===== src/rtl/ch_scheduler_pkg.sv =====
// Shared constants, FSM encoding and helpers for the three-channel read scheduler.
package ch_scheduler_pkg;

    localparam int BUFF_SIZE_DFLT = 8;
    localparam int CH_NUM         = 3;

    typedef enum logic [1:0] {
        ST_IDLE = 2'd0,
        ST_ARB  = 2'd1,
        ST_READ = 2'd2,
        ST_DONE = 2'd3
    } state_t;

    // Channel number 1..3 to one-hot read strobe vector (bit 0 = channel 1).
    function automatic logic [2:0] ch_onehot(input logic [1:0] ch);
        logic [2:0] oh;
        case (ch)
            2'd1:    oh = 3'b001;
            2'd2:    oh = 3'b010;
            2'd3:    oh = 3'b100;
            default: oh = 3'b000;
        endcase
        return oh;
    endfunction

endpackage


===== src/rtl/ch_scheduler_rr_pick.sv =====
// Combinational 3-way round-robin picker: first eligible channel after 'last'.
module rr_pick (
    input  logic [2:0] eligible,
    input  logic [1:0] last,
    output logic       valid,
    output logic [1:0] win
);
    import ch_scheduler_pkg::*;

    // Search order starts one past the previous grant and wraps around.
    always_comb begin
        win   = 2'd0;
        valid = |eligible;
        case (last)
            2'd1: begin
                if (eligible[1])      win = 2'd2;
                else if (eligible[2]) win = 2'd3;
                else if (eligible[0]) win = 2'd1;
                else                  win = 2'd0;
            end
            2'd2: begin
                if (eligible[2])      win = 2'd3;
                else if (eligible[0]) win = 2'd1;
                else if (eligible[1]) win = 2'd2;
                else                  win = 2'd0;
            end
            default: begin
                if (eligible[0])      win = 2'd1;
                else if (eligible[1]) win = 2'd2;
                else if (eligible[2]) win = 2'd3;
                else                  win = 2'd0;
            end
        endcase
    end

endmodule


===== src/rtl/ch_scheduler.sv =====
// Three-channel round-robin FIFO read scheduler with starvation timers.
module ch_scheduler #(
    parameter int BUFF_SIZE = ch_scheduler_pkg::BUFF_SIZE_DFLT,
    parameter int BURST_LEN = 4,
    parameter int THRESH    = 4,
    parameter int AGE_MAX   = 255
) (
    input  logic                 clk,
    input  logic                 rst,
    input  logic                 start,
    input  logic [BUFF_SIZE-1:0] f1_bf_cnt,
    input  logic [BUFF_SIZE-1:0] f2_bf_cnt,
    input  logic [BUFF_SIZE-1:0] f3_bf_cnt,
    input  logic                 tx_busy,
    output logic                 rd_en_fifo_1,
    output logic                 rd_en_fifo_2,
    output logic                 rd_en_fifo_3,
    output logic [1:0]           rdy_cnl,
    output logic                 burst_start,
    output logic                 burst_end,
    output logic                 sched_busy
);
    import ch_scheduler_pkg::*;

    localparam int AGE_W = $clog2(AGE_MAX + 1);
    localparam int LEN_W = $clog2(BURST_LEN + 1);
    localparam logic [BUFF_SIZE-1:0] THRESH_C  = BUFF_SIZE'(THRESH);
    localparam logic [BUFF_SIZE-1:0] BURST_C   = BUFF_SIZE'(BURST_LEN);
    localparam logic [AGE_W-1:0]     AGE_MAX_C = AGE_W'(AGE_MAX);
    localparam logic [LEN_W-1:0]     LEN_MAX_C = LEN_W'(BURST_LEN);
    localparam logic [LEN_W-1:0]     LEN_ONE_C = LEN_W'(1);

    state_t               state_r, state_nxt_s;
    logic [1:0]           grant_r, grant_nxt_s;
    logic [1:0]           last_grant_r, last_grant_nxt_s;
    logic [LEN_W-1:0]     len_r, len_nxt_s, win_len_s;
    logic [AGE_W-1:0]     age_r [CH_NUM];
    logic [AGE_W-1:0]     age_nxt_s [CH_NUM];
    logic [BUFF_SIZE-1:0] cnt_s [CH_NUM];
    logic [BUFF_SIZE-1:0] win_cnt_s;
    logic [2:0]           elig_s;
    logic                 pick_valid_s;
    logic [1:0]           pick_win_s;
    logic                 issue_s;
    logic [2:0]           rd_en_r, rd_en_nxt_s;
    logic [1:0]           rdy_cnl_r, rdy_cnl_nxt_s;
    logic                 burst_start_r, burst_start_nxt_s;
    logic                 burst_end_r, burst_end_nxt_s;
    logic                 sched_busy_r, sched_busy_nxt_s;

    assign cnt_s[0] = f1_bf_cnt;
    assign cnt_s[1] = f2_bf_cnt;
    assign cnt_s[2] = f3_bf_cnt;

    // A channel is eligible with a full burst waiting or when it has starved long enough.
    always_comb begin
        elig_s = 3'b000;
        for (int i = 0; i < CH_NUM; i++) begin
            elig_s[i] = (cnt_s[i] >= THRESH_C) ||
                        ((cnt_s[i] != {BUFF_SIZE{1'b0}}) && (age_r[i] >= AGE_MAX_C));
        end
    end

    rr_pick u_rr_pick (
        .eligible (elig_s),
        .last     (last_grant_r),
        .valid    (pick_valid_s),
        .win      (pick_win_s)
    );

    // Burst length for the winner: never more words than the FIFO currently holds.
    always_comb begin
        case (pick_win_s)
            2'd1:    win_cnt_s = cnt_s[0];
            2'd2:    win_cnt_s = cnt_s[1];
            2'd3:    win_cnt_s = cnt_s[2];
            default: win_cnt_s = {BUFF_SIZE{1'b0}};
        endcase
        if (win_cnt_s < BURST_C) begin
            win_len_s = LEN_W'(win_cnt_s);
        end else begin
            win_len_s = LEN_MAX_C;
        end
    end

    // Starvation timers: the granted channel freezes during its burst, others keep ageing.
    always_comb begin
        for (int i = 0; i < CH_NUM; i++) begin
            if (((state_r == ST_READ) || (state_r == ST_DONE)) && (grant_r == 2'(i + 1))) begin
                age_nxt_s[i] = age_r[i];
            end else if (cnt_s[i] == {BUFF_SIZE{1'b0}}) begin
                age_nxt_s[i] = {AGE_W{1'b0}};
            end else if ((state_r == ST_ARB) && pick_valid_s && (pick_win_s == 2'(i + 1))) begin
                age_nxt_s[i] = {AGE_W{1'b0}};
            end else if (age_r[i] < AGE_MAX_C) begin
                age_nxt_s[i] = age_r[i] + AGE_W'(1);
            end else begin
                age_nxt_s[i] = age_r[i];
            end
        end
    end

    // Next state and next registered outputs; a read is issued one cycle ahead of its strobe.
    always_comb begin
        state_nxt_s       = state_r;
        grant_nxt_s       = grant_r;
        last_grant_nxt_s  = last_grant_r;
        len_nxt_s         = len_r;
        issue_s           = 1'b0;
        rdy_cnl_nxt_s     = 2'd0;
        burst_start_nxt_s = 1'b0;
        burst_end_nxt_s   = 1'b0;
        case (state_r)
            ST_IDLE: begin
                if (start) state_nxt_s = ST_ARB;
                else       state_nxt_s = ST_IDLE;
            end
            ST_ARB: begin
                if (pick_valid_s) begin
                    grant_nxt_s       = pick_win_s;
                    issue_s           = ~tx_busy;
                    len_nxt_s         = tx_busy ? win_len_s : (win_len_s - LEN_ONE_C);
                    rdy_cnl_nxt_s     = pick_win_s;
                    burst_start_nxt_s = 1'b1;
                    state_nxt_s       = ST_READ;
                end else if (start) begin
                    state_nxt_s = ST_ARB;
                end else begin
                    state_nxt_s = ST_IDLE;
                end
            end
            ST_READ: begin
                rdy_cnl_nxt_s = grant_r;
                if (len_r != {LEN_W{1'b0}}) begin
                    state_nxt_s = ST_READ;
                    if (!tx_busy) begin
                        issue_s   = 1'b1;
                        len_nxt_s = len_r - LEN_ONE_C;
                    end else begin
                        issue_s   = 1'b0;
                    end
                end else begin
                    burst_end_nxt_s = 1'b1;
                    state_nxt_s     = ST_DONE;
                end
            end
            ST_DONE: begin
                last_grant_nxt_s = grant_r;
                if (start) state_nxt_s = ST_ARB;
                else       state_nxt_s = ST_IDLE;
            end
            default: begin
                state_nxt_s = ST_IDLE;
            end
        endcase
        rd_en_nxt_s      = issue_s ? ch_onehot(grant_nxt_s) : 3'b000;
        sched_busy_nxt_s = (state_nxt_s == ST_READ) || (state_nxt_s == ST_DONE);
    end

    // State, counters and registered outputs; reset drops any burst in progress.
    always_ff @(posedge clk) begin
        if (rst) begin
            state_r       <= ST_IDLE;
            grant_r       <= 2'd0;
            last_grant_r  <= 2'd3;
            len_r         <= {LEN_W{1'b0}};
            rd_en_r       <= 3'b000;
            rdy_cnl_r     <= 2'd0;
            burst_start_r <= 1'b0;
            burst_end_r   <= 1'b0;
            sched_busy_r  <= 1'b0;
            for (int i = 0; i < CH_NUM; i++) age_r[i] <= {AGE_W{1'b0}};
        end else begin
            state_r       <= state_nxt_s;
            grant_r       <= grant_nxt_s;
            last_grant_r  <= last_grant_nxt_s;
            len_r         <= len_nxt_s;
            rd_en_r       <= rd_en_nxt_s;
            rdy_cnl_r     <= rdy_cnl_nxt_s;
            burst_start_r <= burst_start_nxt_s;
            burst_end_r   <= burst_end_nxt_s;
            sched_busy_r  <= sched_busy_nxt_s;
            for (int i = 0; i < CH_NUM; i++) age_r[i] <= age_nxt_s[i];
        end
    end

    assign rd_en_fifo_1 = rd_en_r[0];
    assign rd_en_fifo_2 = rd_en_r[1];
    assign rd_en_fifo_3 = rd_en_r[2];
    assign rdy_cnl      = rdy_cnl_r;
    assign burst_start  = burst_start_r;
    assign burst_end    = burst_end_r;
    assign sched_busy   = sched_busy_r;

endmodule


===== config.mk =====
export PLATFORM = sky130hd
export DESIGN_NAME = ch_scheduler
export DESIGN_NICKNAME = d
export VERILOG_FILES = /design/src/rtl/ch_scheduler_pkg.sv /design/src/rtl/ch_scheduler_rr_pick.sv /design/src/rtl/ch_scheduler.sv
export SDC_FILE = /design/constraint.sdc
export NUM_CORES = 1
export LEC_CHECK = 0
export ABC_CLOCK_PERIOD_IN_PS = 4300
export CORE_AREA = 2 2 71 73
export CTS_CLUSTER_DIAMETER = 40
export DETAILED_ROUTE_END_ITERATION = 8
export DIE_AREA = 0 0 73 75
export GPL_TIMING_DRIVEN = 0
export PLACE_DENSITY = 0.78
export SYNTH_ARGS = -nofsm -noshare
export SYNTH_HDL_FRONTEND = slang
export SYNTH_SLANG_ARGS = --single-unit

===== constraint.sdc =====
create_clock -name clk -period 4.3 [get_ports clk]
set_input_delay 0.645 -clock clk [delete_from_list [all_inputs] [get_ports clk]]
set_output_delay 0.645 -clock clk [all_outputs]
set_load 0.01 [all_outputs]

# ---- After elaboration in Yosys (flattened, before gate mapping)
# Memories as Yosys holds them, arrays and structs flattened.
# Cells that the tools add are included.
dict set report totals {
  mem_count 1
  word_cells 131
  output_inout_bits 8
  input_bits 28
  reg_bits 17
  ram_bits 24
}
dict set report op_classes {
  n_reduce_logical 30
  n_addsub 5
  n_eq_ne 19
  mux 50
  magnitude_cmp 10
  bitwise_logic 7
}
# name depth word_bits rd rd_clocked_by_memory_dff write_ports line
set memory_table {}
lappend memory_table {age_r 3 8 3 0 3 ch_scheduler.sv:37} ;# logic [AGE_W-1:0] age_r [CH_NUM];
# op count
set op_table {}
lappend op_table {{$mux 8} 15}
lappend op_table {{$add 8x1->8 const B} 3}
lappend op_table {{$ge 8x3->1 const B} 3}
lappend op_table {{$ge 8x8->1 const B} 3}
lappend op_table {{$logic_not 8->1} 3}
lappend op_table {{$lt 8x8->1 const B} 3}
lappend op_table {{$mux 2} 12}
lappend op_table {{$pmux 8 s3} 1}
lappend op_table {{$reduce_bool 8->1} 3}
lappend op_table {{$eq 2x2->1 const B} 11}
lappend op_table {{$mux 3} 5}
lappend op_table {{$mux 1} 11}
lappend op_table {{$eq 2x1->1 const B} 5}
lappend op_table {{$logic_and 1x1->1} 10}
lappend op_table {{$pmux 3 s3} 1}
lappend op_table {{$lt 8x3->1 const B} 1}
lappend op_table {{$pmux 2 s2} 2}
lappend op_table {{$reduce_or 2->1} 4}
lappend op_table {{$pmux 2 s3} 1}
lappend op_table {{$pmux 3 s2} 1}
lappend op_table {{$sub 3x1->3 const B} 2}
lappend op_table {{$logic_or 1x1->1} 5}
lappend op_table {{$ne 2x2->1 const B} 2}
lappend op_table {{$not 1->1} 4}
lappend op_table {{8 further kinds} 10}

# ---- Logic depth before layout (Yosys ltp)
# An unclocked memory read counts as a cell.
dict set report depth {
  depth_word 16
  depth_mapped 14
  ltp_nobuf 14
}

# ---- Cells and area by module
# From an unflattened synthesis, not the netlist that was laid out.
dict set report unflattened {
  cells_unflattened 278
  area_unflattened_um2 2327.2
}
# module instances cells_each seq_area_each_um2 area_each_um2
set by_module_without_submodules {}
lappend by_module_without_submodules {ch_scheduler 1 266 800.8 2238.4}
lappend by_module_without_submodules {rr_pick 1 12 0.0 88.8}

# ---- Worst setup path before layout
# No wires, ideal clock.
dict set report synth_timing {
  path_type {input to register}
  from {in f1_bf_cnt[7]}
  to {reg len_r[2]}
  setup_time_ps 132
  n_path_buf 0
  required_ps 4168
  stages 12
  slack_ps 878
  arrival_time_ps 3289
  cell_sequence {or4_4 -> nor3_4 -> nand2_2 -> a221o_2 -> mux2i_1 -> a221oi_2 -> inv_1 -> ha_1 -> nor2b_1 -> nor2b_1 -> a211oi_1 -> o32ai_1}
}
dict set report synth_between {
  elab_chain_len 15
  elab_cells_between_ends 24
  classes_between {1 x add/sub; 2 x order compare; 4 x eq/ne; 12 x mux; 5 x reduce/logical}
}
# element line
set synth_rtl {}
lappend synth_rtl {{start: declaration} ch_scheduler.sv:11} ;# input logic [BUFF_SIZE-1:0] f1_bf_cnt,
lappend synth_rtl {{parallel branches: the longest is 15 deep, another holds $ge 8x3->1} -}
lappend synth_rtl {{end signal: assignment} ch_scheduler.sv:166} ;# len_r <= {LEN_W{1'b0}};
lappend synth_rtl {{end signal: assignment} ch_scheduler.sv:177} ;# len_r <= len_nxt_s;
lappend synth_rtl {{end: declaration} ch_scheduler.sv:36} ;# logic [LEN_W-1:0] len_r, len_nxt_s, win_len_s;
# Parallel ways; which one is timed is not known. The select of a mux whose other input is x is not followed.
# A chain may end at the register's enable or synchronous reset.

# ---- Worst setup path in the final report
# Same ends and word-level chain as after synthesis.

==> impl_metrics.prom <==
# TYPE chip_impl_metric gauge
chip_impl_info{name="outcome",value="finished clean"} 1
chip_impl_metric{name="critPathRequiredTime",unit="ps"} 4460
chip_impl_metric{name="floorplan.core_area",unit="mm^2"} 0.004661
chip_impl_metric{name="worst-path-max-fanout",unit=""} 6
chip_impl_metric{name="die_area",unit="mm^2"} 0.005475
chip_impl_metric{name="cts.path.max_buffers",unit=""} 2
chip_impl_metric{name="tritoncts_buffers",unit=""} 5
chip_impl_info{name="yosys.cell_count.top_type",value="sky130_fd_sc_hd__nor2_1"} 1
chip_impl_metric{name="area_growth",unit="%"} 20.07
chip_impl_metric{name="place_congestion",unit=""} 0.8306
chip_impl_metric{name="final.period_utilization",unit="%"} 91.37
chip_impl_metric{name="holdWs",unit="ps"} 499.4
chip_impl_metric{name="postPlaceCellArea",unit="mm^2"} 0.002860
chip_impl_metric{name="worst-slew-pin-transition",unit="ps"} 589.3
chip_impl_info{name="netlist_top_cells_count",value="sky130_fd_sc_hd__nor2_1 (49), sky130_fd_sc_hd__dfxtp_1 (40), sky130_fd_sc_hd__nand2_1 (27), sky130_fd_sc_hd__a21oi_1 (18), sky130_fd_sc_hd__o21ai_0 (12)"} 1
chip_impl_metric{name="post_synth_design_cell_area",unit="mm^2"} 0.002462
chip_impl_metric{name="antennaDiodeCount",unit=""} 0
chip_impl_metric{name="final.min_clock_period",unit="ps"} 3929
chip_impl_metric{name="vdd.ir_drop.worst",unit="uV"} 273.3
chip_impl_info{name="setup.worst_path.class",value="in2reg"} 1
chip_impl_metric{name="synthDistinctLibCells",unit=""} 57
chip_impl_info{name="rsz0062_at_grt",value="false"} 1
chip_impl_metric{name="timing_max_transition_violations_final",unit=""} 0
chip_impl_metric{name="synth_compound_area_share",unit="%"} 20.88
chip_impl_info{name="synth_top_cells_by_area",value="sky130_fd_sc_hd__dfxtp_1 (33%), sky130_fd_sc_hd__nor2_1 (7.5%), sky130_fd_sc_hd__ha_1 (5.6%)"} 1
chip_impl_metric{name="grt_pass1_vias",unit=""} 2120
chip_impl_metric{name="postSynthAreaPerCell",unit="um^2"} 8.127
chip_impl_metric{name="synthArstFlopShare",unit="%"} 0
chip_impl_metric{name="setup.reg_to_reg.worst_slack",unit="ps"} 760
chip_impl_metric{name="final_report_hold_violation_count",unit=""} 0
chip_impl_metric{name="port_buffers",unit=""} 33
chip_impl_metric{name="first_pass_drt_iterations",unit=""} 4
chip_impl_metric{name="syn_inst",unit=""} 303
chip_impl_metric{name="htree_levels",unit=""} 2
chip_impl_metric{name="die_x",unit="um"} 73
chip_impl_metric{name="postCtsResizedCells",unit=""} 0
chip_impl_metric{name="power-per-cell-area",unit="mW/mm^2"} 320.9
chip_impl_info{name="synth_largest_area_cell",value="sky130_fd_sc_hd__dfxtp_1"} 1
chip_impl_metric{name="synth_fa_ha_area_share",unit="%"} 5.589
chip_impl_metric{name="clock-skew-final",unit="ps"} 5.847
chip_impl_info{name="synthFlopType",value="sky130_fd_sc_hd__dfxtp_1"} 1
chip_impl_metric{name="cellLeakagePower",unit="nW"} 1.119
chip_impl_info{name="cts_tree",value="built"} 1
chip_impl_metric{name="cts_hold_buf",unit=""} 0
chip_impl_metric{name="syn_nets",unit=""} 342
chip_impl_info{name="hp-start",value="len_r[2]$_SDFFE_PP0P_"} 1
chip_impl_metric{name="cts.sink_count",unit=""} 40
chip_impl_metric{name="grt_start_max_net_pins",unit=""} 14
chip_impl_metric{name="grt_pass1_wl",unit="um"} 9308
chip_impl_info{name="hold_path.class",value="reg2reg"} 1
chip_impl_info{name="hold_path_end",value="len_r[2]$_SDFFE_PP0P_"} 1
chip_impl_metric{name="stdcell_count",unit=""} 398
chip_impl_metric{name="synth_simple_gate_area_share",unit="%"} 31.15
chip_impl_metric{name="vias_per_cell",unit=""} 5.741
chip_impl_metric{name="seq_area",unit="um^2"} 800.8
chip_impl_metric{name="postRouteWirelength",unit="um"} 5363
chip_impl_metric{name="layout.cell_area.non_filler",unit="mm^2"} 0.002957
chip_impl_metric{name="detailed_place_hpwl",unit="um"} 4068
chip_impl_metric{name="ios",unit=""} 36
chip_impl_metric{name="reg2regPathDepth",unit=""} 13
chip_impl_metric{name="synth-edff-count",unit=""} 0
chip_impl_metric{name="yosys_register_bits",unit=""} 40
chip_impl_metric{name="globalRoute.totalOverflow",unit=""} 0
chip_impl_metric{name="worstHoldPathCells",unit=""} 2
chip_impl_metric{name="share_of_cell_area_taken_by_muxes_after_synthesis",unit="%"} 1.626
chip_impl_metric{name="fp.dieH",unit="um"} 75
chip_impl_metric{name="finish.net_count",unit=""} 382
chip_impl_metric{name="netlist.area_leader.share",unit="%"} 32.52
chip_impl_metric{name="antenna_found_initial",unit=""} 0
chip_impl_info{name="synth_top_family_by_area",value="simple AND/OR/NAND/NOR gates"} 1
chip_impl_info{name="clock-root-buffer",value="sky130_fd_sc_hd__clkbuf_8"} 1
chip_impl_metric{name="detail_route.drc_violations",unit=""} 0
chip_impl_metric{name="worst-endpoint-arrival",unit="ps"} 4090
chip_impl_metric{name="post_drt_wl_per_cell",unit="um"} 13.47
chip_impl_metric{name="multi_input_area",unit="mm^2"} 0.001573
chip_impl_metric{name="synthXorXnorAreaFrac",unit="%"} 4.624
chip_impl_metric{name="synth-seq-area-share",unit="%"} 32.52
chip_impl_metric{name="synth-warning-count",unit=""} 0
chip_impl_metric{name="cts.repair_timing.setup_buffer_count",unit=""} 0
chip_impl_metric{name="worst_setup_hold_path_clk_slew",unit="ps"} 80
chip_impl_info{name="worst_r2r_startpoint",value="age_r[0][16]$_SDFFE_PP0P_"} 1
chip_impl_metric{name="fillCellCount",unit=""} 420
chip_impl_metric{name="layout-drive-gt1-share",unit="%"} 9.884
chip_impl_metric{name="fin_setup_tns",unit="ps"} 0
chip_impl_metric{name="dr_total_vias",unit=""} 2285
chip_impl_metric{name="insertion_delay",unit="ps"} 300
chip_impl_metric{name="placed_cells",unit=""} 390
chip_impl_metric{name="drt_initial_violations",unit=""} 126
chip_impl_metric{name="max-slew-margin-rel",unit="%"} 60.35
chip_impl_metric{name="maxClockFrequency",unit="MHz"} 254.5
chip_impl_metric{name="max_cap_viol_count",unit=""} 0
chip_impl_info{name="setup.worst_path.start_class",value="input pin"} 1
chip_impl_metric{name="grt_util_all_layers",unit="%"} 21.62
chip_impl_info{name="crit-reg2reg-capture",value="len_r[2]$_SDFFE_PP0P_"} 1
chip_impl_metric{name="setup_viol",unit=""} 0
chip_impl_metric{name="fp-row-count",unit=""} 25
chip_impl_metric{name="ant_nets",unit=""} 0
chip_impl_info{name="worstSetupEndpointType",value="register"} 1
chip_impl_metric{name="initial_core_util",unit="%"} 52.83
-- sequential cells by signal, summed over array words and instances (netlist names) --
register	cells
len_r	3
rdy_cnl	2
burst_start	1
burst_end	1
last_grant_r	2
state_r	1
age_r	24
grant_r	2
rd_en_r	3
sched_busy	1
-- cells by family after synthesis --
logic type	after synthesis
AO/OA/AOI/OAI	68
XOR/XNOR	13
adder cells (fa/ha/maj)	11
buffers and inverters	20
flip-flops	40
multiplexers	4
AND/OR/NAND/NOR	147
-- per-layer routing --
| layer | vias up | GRT usage [%] | wire (um) |
|---|---|---|---|
| met5 | - | 0 | 0 |
| met4 | 0 | 9.259 | 95 |
| met3 | 7 | 4.552 | 224 |
| met2 | 42 | 36.74 | 2572 |
| met1 | 1058 | 26.57 | 2470 |
| li1 | 1178 | - | - |
-- how the worst max path moves through the flow --
stage / from / end
global route: f1_bf_cnt[7] / len_r[2]$_SDFFE_PP0P_
finish: f1_bf_cnt[7] / len_r[2]$_SDFFE_PP0P_
detailed placement: f1_bf_cnt[7] / len_r[2]$_SDFFE_PP0P_
CTS: f1_bf_cnt[7] / len_r[2]$_SDFFE_PP0P_
floorplan: f1_bf_cnt[7] / len_r[2]$_SDFFE_PP0P_
global placement: f1_bf_cnt[7] / len_r[2]$_SDFFE_PP0P_
-- placed cells by master, fill, tap and decap left out, types with 7 or more instances in the layout --
master,count
sky130_fd_sc_hd__nor2_1,49
sky130_fd_sc_hd__dfxtp_1,40
sky130_fd_sc_hd__clkdlybuf4s50_1,33
sky130_fd_sc_hd__nand2_1,27
sky130_fd_sc_hd__a21oi_1,18
sky130_fd_sc_hd__o21ai_0,12
sky130_fd_sc_hd__inv_1,11
sky130_fd_sc_hd__ha_1,11
sky130_fd_sc_hd__nand3_1,9
sky130_fd_sc_hd__xor2_1,9
sky130_fd_sc_hd__and3_1,8
sky130_fd_sc_hd__nor3_1,7
-- where the power goes --
group / switching, mW / total (mW) / internal (mW)
clock: 0.139 / 0.271 / 0.131
combinational: 0.139 / 0.251 / 0.112
sequential: 0.0276 / 0.428 / 0.400
total: 0.306 / 0.949 / 0.643
-- per-stage QoR --
stage | setup WS [ps] | utilization (%) | total power [mW]
2_1_floorplan | 878.2 | - | 0.6083
3_3_place_gp | 108.3 | 61.37 | 0.6781
3_5_place_dp | 76.45 | 61.37 | 0.6866
4_1_cts | 382.9 | 63.44 | 0.9552
5_1_grt | 143.3 | 63.44 | 1.009
6_report | 370.9 | 63.44 | 0.9487
-- critical path, cell delays in order --
cell                              delay, ps
sky130_fd_sc_hd__clkdlybuf4s50_1        400
sky130_fd_sc_hd__or4_4                  540
sky130_fd_sc_hd__nor3_4                 260
sky130_fd_sc_hd__nand2_2                190
sky130_fd_sc_hd__a221oi_2               480
sky130_fd_sc_hd__o31ai_1                230
sky130_fd_sc_hd__a221oi_2               470
sky130_fd_sc_hd__inv_1                   90
sky130_fd_sc_hd__ha_1                   190
sky130_fd_sc_hd__nor2b_1                130
sky130_fd_sc_hd__nor2b_1                140
sky130_fd_sc_hd__a211oi_1               240
sky130_fd_sc_hd__o32ai_1                100
-- final cells by class --
cell class | instances | area share, %
multi-input combinational | 243 | 53.20
sequential | 40 | 27.08
timing repair buffer | 33 | 11.17
clock buffer | 6 | 2.793
tap | 54 | 2.285
buffer | 9 | 1.608
inverter | 11 | 1.397
clock inverter | 2 | 0.4655
(Power assumes the default switching activity.)
